==> config.mk <==
export PLATFORM = sky130hd
export DESIGN_NAME = bc_fir_tap_line_flat
export DESIGN_NICKNAME = d
export VERILOG_FILES = /design/src/rtl/bc_fir_tap_line_if.sv /design/src/rtl/bc_fir_tap_line.sv /design/src/flat_wrapper.sv
export SDC_FILE = /design/constraint.sdc
export NUM_CORES = 1
export LEC_CHECK = 0
export CAP_MARGIN = 25
export CORE_AREA = 2 2 146 183
export CTS_BUF_LIST = sky130_fd_sc_hd__clkbuf_8
export DETAILED_ROUTE_END_ITERATION = 8
export DIE_AREA = 0 0 148 185
export PLACE_DENSITY_LB_ADDON = 0.3
export SYNTH_ARGS = -nofsm -noshare
export SYNTH_HDL_FRONTEND = slang
export SYNTH_SLANG_ARGS = --single-unit
==> constraint.sdc <==
create_clock -name clk -period 2.1 [get_ports clk]
set_input_delay 0.315 -clock clk [delete_from_list [all_inputs] [get_ports clk]]
set_output_delay 0.315 -clock clk [all_outputs]
set_load 0.02 [all_outputs]
==> src/rtl/bc_fir_tap_line_if.sv <==
// Sample-in / window-out bundle between the tap line, its feeder and the FIR consumer.
interface bc_fir_tap_line_if #(
  parameter int unsigned N    = 8,
  parameter int unsigned TAPS = 39
);
  localparam int unsigned FW = $clog2(TAPS + 1);

  logic          in_valid;
  logic          in_ready;
  logic [N-1:0]  in_data;
  logic [N-1:0]  taps [TAPS-1:0];
  logic          taps_valid;
  logic          out_ready;
  logic [FW-1:0] fill_level;

  modport master (
    output in_valid, in_data, out_ready,
    input  in_ready, taps, taps_valid, fill_level
  );

  modport slave (
    input  in_valid, in_data, out_ready,
    output in_ready, taps, taps_valid, fill_level
  );
endinterface

==> src/rtl/bc_fir_tap_line.sv <==
// TAPS-deep sample delay line feeding the half-band FIR, with fill tracking
// and decimated window-valid generation under a single-entry valid/ready hold.
module bc_fir_tap_line #(
  parameter int unsigned N         = 8,
  parameter int unsigned TAPS      = 39,
  parameter int unsigned DECIM     = 2,
  parameter int unsigned ZERO_FILL = 0
) (
  input  logic              clk,
  input  logic              rst_n,
  input  logic              flush,
  bc_fir_tap_line_if.slave  bus
);
  localparam int unsigned FW = $clog2(TAPS + 1);
  localparam int unsigned PW = (DECIM > 1) ? $clog2(DECIM) : 1;

  logic [N-1:0]  taps_q [TAPS-1:0];
  logic [N-1:0]  taps_d [TAPS-1:0];
  logic [FW-1:0] fill_level_q, fill_level_d;
  logic [PW-1:0] phase_q, phase_d;
  logic          taps_valid_q, taps_valid_d;

  logic          in_ready_c;
  logic          accept_c;
  logic          full_c;
  logic [FW-1:0] fill_inc_c;

  // Single-entry hold: a new sample may only enter once the window is consumed.
  assign in_ready_c = !taps_valid_q || bus.out_ready;
  assign accept_c   = bus.in_valid && in_ready_c && !flush;

  always_comb begin
    taps_d       = taps_q;
    fill_level_d = fill_level_q;
    phase_d      = phase_q;
    taps_valid_d = taps_valid_q;
    fill_inc_c   = (fill_level_q == FW'(TAPS)) ? fill_level_q : fill_level_q + FW'(1);
    full_c       = (fill_inc_c == FW'(TAPS)) || (ZERO_FILL != 0);

    if (flush) begin
      for (int unsigned k = 0; k < TAPS; k++) taps_d[k] = '0;
      fill_level_d = '0;
      phase_d      = '0;
      taps_valid_d = 1'b0;
    end else begin
      if (accept_c) begin
        taps_d[0] = bus.in_data;
        for (int unsigned k = 1; k < TAPS; k++) taps_d[k] = taps_q[k-1];
        fill_level_d = fill_inc_c;
        if (full_c) begin
          phase_d = (phase_q == PW'(DECIM - 1)) ? '0 : phase_q + PW'(1);
        end
      end
      // A freshly produced window wins over a same-cycle consume.
      if (accept_c && full_c && (phase_q == '0)) begin
        taps_valid_d = 1'b1;
      end else if (bus.out_ready) begin
        taps_valid_d = 1'b0;
      end
    end
  end

  always_ff @(posedge clk or negedge rst_n) begin
    if (!rst_n) begin
      for (int unsigned k = 0; k < TAPS; k++) taps_q[k] <= '0;
      fill_level_q <= '0;
      phase_q      <= '0;
      taps_valid_q <= 1'b0;
    end else begin
      taps_q       <= taps_d;
      fill_level_q <= fill_level_d;
      phase_q      <= phase_d;
      taps_valid_q <= taps_valid_d;
    end
  end

  assign bus.in_ready   = in_ready_c;
  assign bus.taps       = taps_q;
  assign bus.taps_valid = taps_valid_q;
  assign bus.fill_level = fill_level_q;
endmodule

==> src/flat_wrapper.sv <==
// flat-port wrapper written by rule: the top's interface ports become plain ports
module bc_fir_tap_line_flat 
#(
  parameter int unsigned N         = 8,
  parameter int unsigned TAPS      = 39,
  parameter int unsigned DECIM     = 2,
  parameter int unsigned ZERO_FILL = 0
)
  (clk, rst_n, flush, bus_in_valid, bus_in_data, bus_out_ready, bus_in_ready, bus_taps, bus_taps_valid, bus_fill_level);
  bc_fir_tap_line_if #(.N(N), .TAPS(TAPS)) bus_i ();
  input  logic clk;
  input  logic rst_n;
  input  logic flush;
  input wire logic [$bits(bus_i.in_valid)-1:0] bus_in_valid;
  input wire logic [$bits(bus_i.in_data)-1:0] bus_in_data;
  input wire logic [$bits(bus_i.out_ready)-1:0] bus_out_ready;
  output wire logic [$bits(bus_i.in_ready)-1:0] bus_in_ready;
  output wire logic [$bits(bus_i.taps)-1:0] bus_taps;
  output wire logic [$bits(bus_i.taps_valid)-1:0] bus_taps_valid;
  output wire logic [$bits(bus_i.fill_level)-1:0] bus_fill_level;
  assign bus_i.in_valid = bus_in_valid;
  assign bus_i.in_data = bus_in_data;
  assign bus_i.out_ready = bus_out_ready;
  assign bus_in_ready = bus_i.in_ready;
  assign bus_taps = {>>{bus_i.taps}};
  assign bus_taps_valid = bus_i.taps_valid;
  assign bus_fill_level = bus_i.fill_level;
  bc_fir_tap_line #(.N(N), .TAPS(TAPS), .DECIM(DECIM), .ZERO_FILL(ZERO_FILL)) u_core (.clk(clk), .rst_n(rst_n), .flush(flush), .bus(bus_i));
endmodule
# Word level (Yosys, flattened, before mapping)
# Cells that the tools add are included.
# totals
reg_bits,320
in_bits,13
output_inout_bits,320
word_cells,70
# classes
n_bitwise,1
n_mux,12
n_reduce_logical,11
n_addsub,2
eq_ne,2
# op_table
op,n
two-way mux 312 bit,2
two-way mux 6 bit,3
"== test 6 bit, second input constant",2
two-way mux 1 bit,7
"adder 6 x 1 -> 6 bit, second input constant",1
logical AND 1 bit,4
nonzero test 2 bit,2
nonzero test 3 bit,1
logical NOT 1 bit,2
AND reduction 2 bit,1
"adder 1 bit, second input constant",1
logical OR 1 bit,1
NOT 1 bit,1

# Longest topological paths before layout
# depth
depth_word,8
mapped_depth,7
ltp_nobuf,6

# Worst setup path after synthesis
# No wires, ideal clock.
# synth_timing
path_kind,register to register
startpoint,"reg u_core.fill_level_q[0], in the netlist u_core.bus.fill_level[0]"
endpoint,"reg u_core.taps_valid_q, in the netlist u_core.bus.taps_valid"
setup_time_ps,78
synth_period_minus_slack_ps,1980
required_ps,2022
stages_incl_launch_ff,7
setup_slack_ps,120
path_buffers,0
arrival_time_ps,1902
cell_sequence,dfrtp_1 ha_1 and4bb_4 a31o_1 a311oi_1 or4b_1 a21oi_1
# synth_via
elab_chain_len,7
word_cells_on_any_way,9
cone_classes,1 x add/sub; 2 x eq/ne; 3 x mux; 3 x reduce/logical
# synth_rtl
item,line_no,source
"start, declared",bc_fir_tap_line.sv:19,"logic [FW-1:0] fill_level_q, fill_level_d;"
"start signal, assigned",bc_fir_tap_line.sv:71,fill_level_q <= fill_level_d;
adder 6 x 1 -> 6 bit / == test 6 bit (equally long branches),bc_fir_tap_line.sv:37,fill_inc_c = (fill_level_q == FW'(TAPS)) ? fill_level_q : fill_level_q + FW'(1);
two-way mux 6 bit *,bc_fir_tap_line.sv:37,
== test 6 bit *,bc_fir_tap_line.sv:38,full_c = (fill_inc_c == FW'(TAPS)) || (ZERO_FILL != 0);
logical AND 1 bit * (2 in series),bc_fir_tap_line.sv:55,if (accept_c && full_c && (phase_q == '0)) begin
two-way mux 1 bit,bc_fir_tap_line.sv:55,
two-way mux 1 bit,bc_fir_tap_line.sv:40,if (flush) begin
"end signal, assigned",bc_fir_tap_line.sv:73,taps_valid_q <= taps_valid_d;
"end, declared",bc_fir_tap_line.sv:21,"logic taps_valid_q, taps_valid_d;"
# Mark *: on every way between the ends. The rest lies on a longest branch, timed or not.
# A chain may end at the register's enable or synchronous reset.

# Worst setup path after layout
# layout_timing
startpoint,"reg u_core.fill_level_q[0], in the netlist u_core.bus.fill_level[0]"
endpoint,out bus_fill_level[0]
# layout_rtl
item,line_no,source
"end, declared",flat_wrapper.sv:20,output wire logic [$bits(bus_i.fill_level)-1:0] bus_fill_level;
# No word-level cell between the ends.

==> qor.yml <==
rsz0062_at_grt: "no"
worstPathMaxFanout: 8
hold_viol: 0
area.growth.synth_to_final_pct: 38.1
fin_ws_ns: 0.103
final_cell_mix: "nand2_1 (626), clkdlybuf4s50_1 (328), a21oi_1 (320)"
insertion_delay_ns: 0.55
fin_area_sq_mm: 0.0174
p_total_mw: 12.0
die_height_microns: 185
synthesis.area_sq_mm: 0.0126
yosys.area_share.simple: 0.197
dr.first_iter.drc_count: 760
synthMuxAreaShare: 0.000793
critPathArrivalTime_ns: 1.68
seq_area_sq_mm: 0.00801
syn_avg_cell_area_sq_um: 8.98
place_hpwl_microns: 23200
cts.sinks: 320
dpl.cell_count: 2002
numCtsBuffers: 50
grt_first_pass_wirelength_microns: 56400
synth-seq-cells: 320
synth-main-ff-cell: "dfrtp_1"
routed_wl_microns: 35300
synth-edff-count: 0
r2r-start: "u_core.bus.fill_level[0]$_DFFE_PN0P_"
postRouteAntennaNets: 0
setup_viol: 0
final_common_cell: "nand2_1"
synth_compound_area_frac: 0.131
async_flop_share: 1.00
synth_cell_types: 26
syn_nets: 1419
vdd_drop_max_mv: 0.553
antenna_found_initial: 0
synth_area_leaders: "dfrtp_1 (63%), nand2_1 (19%), a21oi_1 (13%)"
crit_required_ns: 1.78
grt_max_degree: 114
worstHoldPathCells: 2
io_buffers: 332
fin_cells: 2087
cp-end-kind: "output pin"
yosysWarnings: 0
holdWs_ns: 0.206
skew_ns: 0.0120
path_clk_slew_ns: 0.06
vias: 11000
placed_cell_area_sq_mm: 0.0164
p_per_area_mw_per_mm2: 690
layout-drive-gt1-share: 0.0618
cts_tree: "built"
r2r_cells: 6
antenna_cells: 0
rrSetupSlack_ns: 0.17
hold_path_class: "primary input to flip-flop"
die_x_microns: 148
critPathKind: "flip-flop to output pin"
startpoint_type: "flip-flop"
wl_per_cell_microns: 16.9
grt_use_total: 0.255
h-tree-depth: 2
num-nets-final: 1729
grt_overflow: 0
multi_input_area_sq_mm: 0.00418
initial_utilization: 0.490
synth_top_family_by_area: "simple AND/OR/NAND/NOR gates"
drc: 0
avgViaCountPerCell: 5.28
place_congestion: 0.805
pre_cts_ws_ns: -0.0102
num_rows: 66
ys_seq_area_frac: 0.634
cts_buffer_depth: 3
first_pass_iters: 5
cts_setup_buffers: 0
cts_root_buffer: "clkbuf_8"
synth_fa_ha_area_frac: 0.000991
post-route-util: 0.676
max_cap_violations: 0
synth_top_area_share: 0.634
first_global_vias: 10700
core_area_sq_mm: 0.0258
r2r-end: "u_core.phase_q$_DFFE_PN0P_"
final-max-slew-violation-count: 0
worstHoldStart: "flush"
post-synth-top-area-cell: "dfrtp_1"
hold_end: "u_core.bus.taps[211]$_DFFE_PN0P_"
finalCriticalPeriod_ns: 2.00
die_area_sq_mm: 0.0274
syn-instance-count: 1405
tightest_slew_ns: 0.496
tns_ns: 0
fin_crit_sh: 0.951
ios: 333
synth_xor_area_frac: 0.00139
max_freq_mhz: 501
nFillCells: 2076
p_leak_nw: 7.11
max_slew_margin: 0.669
outcome: "finished, final reports clean"
==> cell usage after synthesis, types with 2 or more instances <==
cell type and n:
xnor2_1 2, clkbuf_1 62, buf_1 12, o21ai_0 3, nand2_1 627, nand4_1 2, buf_2 32, nor3_1 2
nor2_1 4, nand2b_1 3, or3_1 2, a21oi_1 320, dfrtp_1 320, nor2b_1 2
==> power breakdown <==
| group | switching (mW) | internal [mW] |
|---|---|---|
| logic | 0.493 | 0.170 |
| clock network | 2.34 | 2.81 |
| registers | 0.0195 | 6.19 |
==> logic make-up (layout without fill, tap and decap cells) <==
kind of cell | after synthesis | after routing
buffers and inverters | 107 | 449
AOI/OAI and AO/OA | 327 | 327
adders and majority gates | 1 | 1
DFF | 320 | 320
xor gates and xnor gates | 2 | 2
muxes | 1 | 1
and+or+nand+nor | 647 | 647
==> critical path, cell delays in order (launching register included) <==
cell and delay (ns):
dfrtp_1 0.35, buf_4 0.18, clkdlybuf4s50_1 0.61
==> sequential cells by signal, indices dropped and copies added, names as in the netlist <==
signal	count
u_core.bus.fill_level	6
u_core.bus.taps	312
u_core.bus.taps_valid	1
u_core.phase_q	1
==> area by class of cell <==
class                      instances  area share
clock inverter                    17     0.00388
timing repair buffer             364       0.219
inverter                           1    0.000215
clock buffer                      67      0.0529
sequential                       320       0.460
multi-input combinational        978       0.240
tap                              340      0.0244
==> worst max path at each step <==
stage	slack [ns]	start	end
floorplan	0.12	u_core.bus.fill_level[0]$_DFFE_PN0P_	u_core.bus.taps_valid$_DFFE_PN0P_
global placement	0.04	bus_out_ready	u_core.bus.fill_level[5]$_DFFE_PN0P_
detailed placement	-0.01	bus_out_ready	u_core.bus.taps[79]$_DFFE_PN0P_
CTS	0.05	u_core.bus.fill_level[3]$_DFFE_PN0P_	bus_fill_level[3]
global route	0.04	u_core.bus.fill_level[0]$_DFFE_PN0P_	bus_fill_level[0]
finish	0.10	u_core.bus.fill_level[0]$_DFFE_PN0P_	bus_fill_level[0]
==> routing by layer <==
| layer | wire length (microns) | GRT usage | vias up |
|---|---|---|---|
| li1 | - | - | 5140 |
| met3 | 3250 | 0.0813 | 73 |
| met2 | 16900 | 0.405 | 430 |
| met5 | 0 | 0 | - |
| met1 | 14000 | 0.331 | 5374 |
| met4 | 1170 | 0.0914 | 0 |
==> repair_timing <==
action / 4_1_cts / 5_1_grt
hold buffers: 1 / 0
hold endpoints to repair: 44 / 0
cloned: 0 / 0
resized for setup: 2 / 1
setup endpoints to repair: 2 / 1
Note: power is estimated with default switching activity, not from simulation.
